### src/rtl/systolic_skew_feeder_pkg.sv
// Shared types and defaults for the systolic skew feeder.
// Latency: n/a (declarations only).
// Backpressure: n/a.
package sys_pkg;

    typedef enum logic [1:0] {
        IDLE   = 2'd0,
        STREAM = 2'd1,
        DRAIN  = 2'd2
    } state_e;

    localparam int DEF_WIDTH = 8;
    localparam int DEF_ROWS  = 3;
    localparam int DEF_CNT_W = 16;

endpackage

### src/rtl/systolic_skew_feeder_skew_line.sv
// One lane of the skew: DELAY-stage shift register of {valid,data} with sync clear.
// Latency: DELAY cycles from i_vld/i_dat to o_vld/o_dat.
// Backpressure: none; shifts every cycle, data forced to zero when not valid.
module skew_line #(
    parameter int WIDTH = 8,
    parameter int DELAY = 1
) (
    input  logic             i_clk,
    input  logic             i_rst,
    input  logic             i_vld,
    input  logic [WIDTH-1:0] i_dat,
    output logic             o_vld,
    output logic [WIDTH-1:0] o_dat
);

    logic [DELAY-1:0] r_vld;
    logic [WIDTH-1:0] r_dat [DELAY];

    // Shift the lane one stage per cycle; stage 0 takes zero data on bubbles so stale values never leak
    always_ff @(posedge i_clk) begin
        if (i_rst) begin
            r_vld <= '0;
            for (int i = 0; i < DELAY; i++) begin
                r_dat[i] <= '0;
            end
        end else begin
            r_vld[0] <= i_vld;
            r_dat[0] <= i_vld ? i_dat : '0;
            for (int i = 1; i < DELAY; i++) begin
                r_vld[i] <= r_vld[i-1];
                r_dat[i] <= r_dat[i-1];
            end
        end
    end

    assign o_vld = r_vld[DELAY-1];
    assign o_dat = r_dat[DELAY-1];

endmodule

### src/rtl/systolic_skew_feeder.sv
// Re-times accepted feature vectors into a diagonal wavefront (lane r delayed r extra cycles).
// Latency: lane r appears r+1 cycles after the accepting edge; done with the last lane's final element.
// Backpressure: in_ready is a pure state decode (high only in STREAM); no downstream backpressure.
module systolic_skew_feeder
    import sys_pkg::*;
#(
    parameter int WIDTH = DEF_WIDTH,
    parameter int ROWS  = DEF_ROWS,
    parameter int CNT_W = DEF_CNT_W
) (
    input  logic                    clk_in,
    input  logic                    rst_in,
    input  logic                    start_in,
    input  logic                    in_valid,
    output logic                    in_ready,
    input  logic [ROWS*WIDTH-1:0]   in_data,
    input  logic                    in_last,
    output logic [ROWS*WIDTH-1:0]   feat_out,
    output logic [ROWS-1:0]         feat_valid,
    output logic                    busy,
    output logic                    done,
    output logic [CNT_W-1:0]        vec_count
);

    // Drain counter must hold ROWS-1; one spare bit keeps ROWS==1 legal.
    localparam int DW = $clog2(ROWS) + 1;
    localparam logic [DW-1:0] DRAIN_INIT = DW'(ROWS - 1);
    localparam logic [DW-1:0] DRAIN_ONE  = DW'(1);

    state_e            r_state;
    state_e            w_state_nxt;
    logic [DW-1:0]     r_drain;
    logic [DW-1:0]     w_drain_nxt;
    logic              r_done;
    logic              w_done_nxt;
    logic [CNT_W-1:0]  r_cnt;
    logic              w_accept;

    assign in_ready  = (r_state == STREAM);
    assign w_accept  = in_valid & in_ready;
    assign busy      = (r_state != IDLE);
    assign done      = r_done;
    assign vec_count = r_cnt;

    // FSM state, drain counter and registered done pulse
    always_ff @(posedge clk_in) begin
        if (rst_in) begin
            r_state <= IDLE;
            r_drain <= '0;
            r_done  <= 1'b0;
        end else begin
            r_state <= w_state_nxt;
            r_drain <= w_drain_nxt;
            r_done  <= w_done_nxt;
        end
    end

    // Next-state: tile runs STREAM until the last accept, then drains ROWS-1 cycles so the skew empties
    always_comb begin
        w_state_nxt = r_state;
        w_drain_nxt = r_drain;
        w_done_nxt  = 1'b0;
        case (r_state)
            IDLE: begin
                if (start_in) begin
                    w_state_nxt = STREAM;
                end
            end
            STREAM: begin
                if (w_accept && in_last) begin
                    if (ROWS == 1) begin
                        w_state_nxt = IDLE;
                        w_done_nxt  = 1'b1;
                    end else begin
                        w_state_nxt = DRAIN;
                        w_drain_nxt = DRAIN_INIT;
                    end
                end
            end
            DRAIN: begin
                if (r_drain <= DRAIN_ONE) begin
                    w_state_nxt = IDLE;
                    w_drain_nxt = '0;
                    w_done_nxt  = 1'b1;
                end else begin
                    w_drain_nxt = r_drain - DRAIN_ONE;
                end
            end
            default: begin
                w_state_nxt = IDLE;
                w_drain_nxt = '0;
            end
        endcase
    end

    // Vector counter: cleared when a tile starts, bumps per accept, wraps naturally, holds in IDLE
    always_ff @(posedge clk_in) begin
        if (rst_in) begin
            r_cnt <= '0;
        end else if (r_state == IDLE && start_in) begin
            r_cnt <= '0;
        end else if (w_accept) begin
            r_cnt <= r_cnt + CNT_W'(1);
        end
    end

    // Lane r gets r+1 stages; all lanes load together so bubbles keep the diagonal aligned
    for (genvar r = 0; r < ROWS; r++) begin : g_lane
        skew_line #(
            .WIDTH (WIDTH),
            .DELAY (r + 1)
        ) u_line (
            .i_clk (clk_in),
            .i_rst (rst_in),
            .i_vld (w_accept),
            .i_dat (in_data[r*WIDTH +: WIDTH]),
            .o_vld (feat_valid[r]),
            .o_dat (feat_out[r*WIDTH +: WIDTH])
        );
    end

endmodule
### config.mk
export PLATFORM = sky130hd
export DESIGN_NAME = systolic_skew_feeder
export DESIGN_NICKNAME = d
export VERILOG_FILES = /design/src/rtl/systolic_skew_feeder_pkg.sv /design/src/rtl/systolic_skew_feeder_skew_line.sv /design/src/rtl/systolic_skew_feeder.sv
export SDC_FILE = /design/constraint.sdc
export NUM_CORES = 1
export LEC_CHECK = 0
export BUFFER_PORTS_ARGS = -buffer_cell sky130_fd_sc_hd__buf_4
export CORE_AREA = 2 2 92 94
export CTS_BUF_LIST = sky130_fd_sc_hd__clkbuf_16
export DETAILED_ROUTE_END_ITERATION = 12
export DIE_AREA = 0 0 94 96
export PLACE_DENSITY = 0.57
export SLEW_MARGIN = 25
export SYNTH_ARGS = -nofsm -noshare
export SYNTH_HDL_FRONTEND = slang
export SYNTH_HIERARCHICAL = 1
export SYNTH_SLANG_ARGS = --single-unit
### constraint.sdc
create_clock -name clk_in -period 5.7 [get_ports clk_in]
set_clock_uncertainty 0.15 [all_clocks]
set_input_delay 0.285 -clock clk_in [delete_from_list [all_inputs] [get_ports clk_in]]
set_output_delay 0.285 -clock clk_in [all_outputs]
set_load 0.05 [all_outputs]
==> flow_summary.ini <==
[status]
run_status = completed

[clock_network]
tritoncts = yes
post_cts_resize_count = 0
clk-insertion-delay-late_ns = 0.32
cts_htree_levels = 3
ctsRootBufferMaster = clkbuf_16
cts_max_path_buffers = 2
numCtsBuffers = 9
cts.sink_count = 76
post-cts-setup-buffers = 0
clock_transition_at_the_registers_of_the_reported_paths_ns = 0.06
postCtsHoldBufs = 0

[floorplanning]
die_y_um = 96
num_io_pins = 75
coreArea_um2 = 8051
die_span_x_um = 94
die_area_um2 = 9024
std_cell_rows = 33
start_util_pct = 34.03

[logic_synthesis]
synthesis.instances = 250
synthDistinctLibCells = 36
synth.yosys.seq_area_share_pct = 55.53
synth.cell_area_um2 = 2740
synth.ff_latch_count = 76
post_synth.cell_area_avg_um2 = 10.96
synth_largest_type_area_fraction_pct = 55.53
synth.area.top_cells = dfxtp_1, and3b_1, nor2b_1
mappedNetlistNets = 286
ys.warnings.count = 6
dominant_cell_type_by_area_after_synthesis = dfxtp_1

[routing]
dr_total_vias = 1838
remaining_drc_errors = 0
maxUsedRoutingLayer = met4
detail_route.first_pass.iterations = 4
drt_wl_total_um = 4990
route.antenna.remaining_nets = 0
routed_met2_length_um = 2384
drt_iter0_drc = 56
avgRoutedWirePerCell_um = 11.80
vias_per_cell = 4.345
wl_met3_um = 181
wl_met1_um = 2305

[finish]
mostFrequentLayoutCells = dfxtp_1, buf_4, nor2b_1
final_util_pct = 43.95
finalNetCount = 350
antennaDiodeCount = 0
final_cells = 423
n_fill_cell = 780
drive_above_1_share_pct = 33.02
synthToLayoutAreaGrowth_pct = 29.13
layout_commonest_cell = dfxtp_1
layout.cell_area.non_filler_um2 = 3538

[placed_design]
place.detailed.instances = 408
place_congestion = 0.7318
dp.final_hpwl_um = 3322
placed_area_um2 = 3272
port-buffer-count = 74

[timing]
relative_max_transition_margin_pct = 62.03
period_share_pct = 35.53
number_of_setup_violations_in_the_final_report = 0
final.hold.worst_slack_ns = 0.05200
max_transition_viols_final = 0
final.min_clock_period_ns = 2.025
hold_violations = 0
grt_setup_unrepaired = no
worstMarginPinSlew_ns = 0.5696
finalSetupTns_ns = 0
highest_attainable_clock_frequency_mhz = 493.8

[global_route]
grt_max_degree = 62
grt_pass1_vias = 1685
grt_util_all_layers_pct = 11.73
global_route_wire_length_before_repair_um = 7983
initial_antenna_violation_count = 0
grt-ovfl-total = 0

[worst_setup_path]
worst_ep_required_time_ns = 5.80
critPathLaunch = r_state[1]
endpoint_kind = flop
r2r_start = r_state[1]
critPathKind = reg -> reg
path_max_fanout = 7
crit_start_category = flop
critical_path_arrival_ns = 2.12

[power]
share_comb_of_total_power_pct = 18.3
power.share.sequential_pct = 43.6
irDropWorstVdd_v = 0.0002458
share_clk_of_total_power_pct = 38.1
power.net_switching_mw = 0.3787
internal_power_mw = 0.9416
power-per-cell-area_nw_per_um2 = 373.1
netSwitchingFraction_pct = 28.68
power_leakage_nw = 1.560

[flow_run]
maxCapViolCount = 0

[min_path]
hold_path_startpoint = in_data[1]
worst_hold_path_type = in -> reg
==> kinds of logic after synthesis <==
| kind of cell | after synthesis | share of synthesized area (%) |
|---|---|---|
| flops | 76 | 55.53 |
| xor+xnor | 10 | 3.196 |
| buf+inv | 26 | 6.347 |
| mux | 3 | 1.096 |
| fa+ha+maj | 7 | 3.196 |
| compound gates | 19 | 4.018 |
| simple gates | 109 | 26.62 |
==> path summary, 6_finish.rpt <==
check                                                      to  slack [ns]  depth (start not counted)
worst max register to register                  vec_count[13]        3.67                          6
worst min register to register  g_lane[2].u_line/r_dat[0][20]        0.28                          1
worst max-delay path                            vec_count[13]        3.67                          6
worst min-delay path             g_lane[0].u_line/r_dat[0][1]        0.05                          2
==> power groups by stage <==
stage / clock network, mW / registers (mW) / logic [mW]
final: 0.503 / 0.575 / 0.242
after global placement: 0 / 0.586 / 0.241
after CTS: 0.525 / 0.575 / 0.245
after global routing: 0.546 / 0.578 / 0.265
after floorplan: 0 / 0.613 / 0.148
after detailed placement: 0 / 0.587 / 0.244
==> synthesized netlist by cell type (all sizes together) <==
library cell and n:
or3 3, inv 5, o21a 1, a21oi 7, o31ai 2, o21ai 6
nand2 7, or4 2, buf 19, xor2 6, and2 1, a22oi 1
dfxtp 76, nor2 17, and4 3, clkbuf 2, nor3 2, nor3b 2
mux2i 3, xnor2 4, or2 1, nor2b 32, a21o 1, and3b 24
ha 7, nand3 6, nand4 7, a21boi 1, nor4 2
==> worst max-delay path, stage by stage, from the launching register on <==
cell and delay [ns]:
dfxtp_1 0.32, inv_1 0.13, ha_1 0.29, and4_4 0.30
nand3_4 0.10, or4_1 0.51, a21oi_1 0.16
==> layer usage <==
| metal | vias up | GRT usage, % |
|---|---|---|
| li1 | 961 | - |
| met4 | 0 | 7.246 |
| met2 | 39 | 18.33 |
| met3 | 9 | 2.662 |
| met1 | 829 | 14.72 |
| met5 | - | 0 |
==> stage by stage <==
step	setup WS (ns)	power (mW)
after global routing	3.541	1.390
after floorplan	3.433	0.7608
after global placement	3.785	0.8272
after CTS	3.669	1.345
final	3.675	1.320
after detailed placement	3.710	0.8315
==> layout make-up <==
cell class                 instances  area, um2  area share, %
multi-input combinational        148       1045          29.53
clock inverter                     6      41.29          1.167
inverter                           5      18.77         0.5304
clock buffer                       9      225.2          6.365
tap                              105      131.4          3.713
sequential                        76       1521          43.00
timing repair buffer              74      555.5          15.70
==> sequential cells by signal (all words and copies together) (netlist names) <==
register             flops
r_state                  2
g_lane.u_line/r_vld      5
r_drain                  3
done                     1
vec_count               16
g_lane.u_line/r_dat     48
g_lane.u_line/o_vld      1
Power figures use the tool's default switching activity.
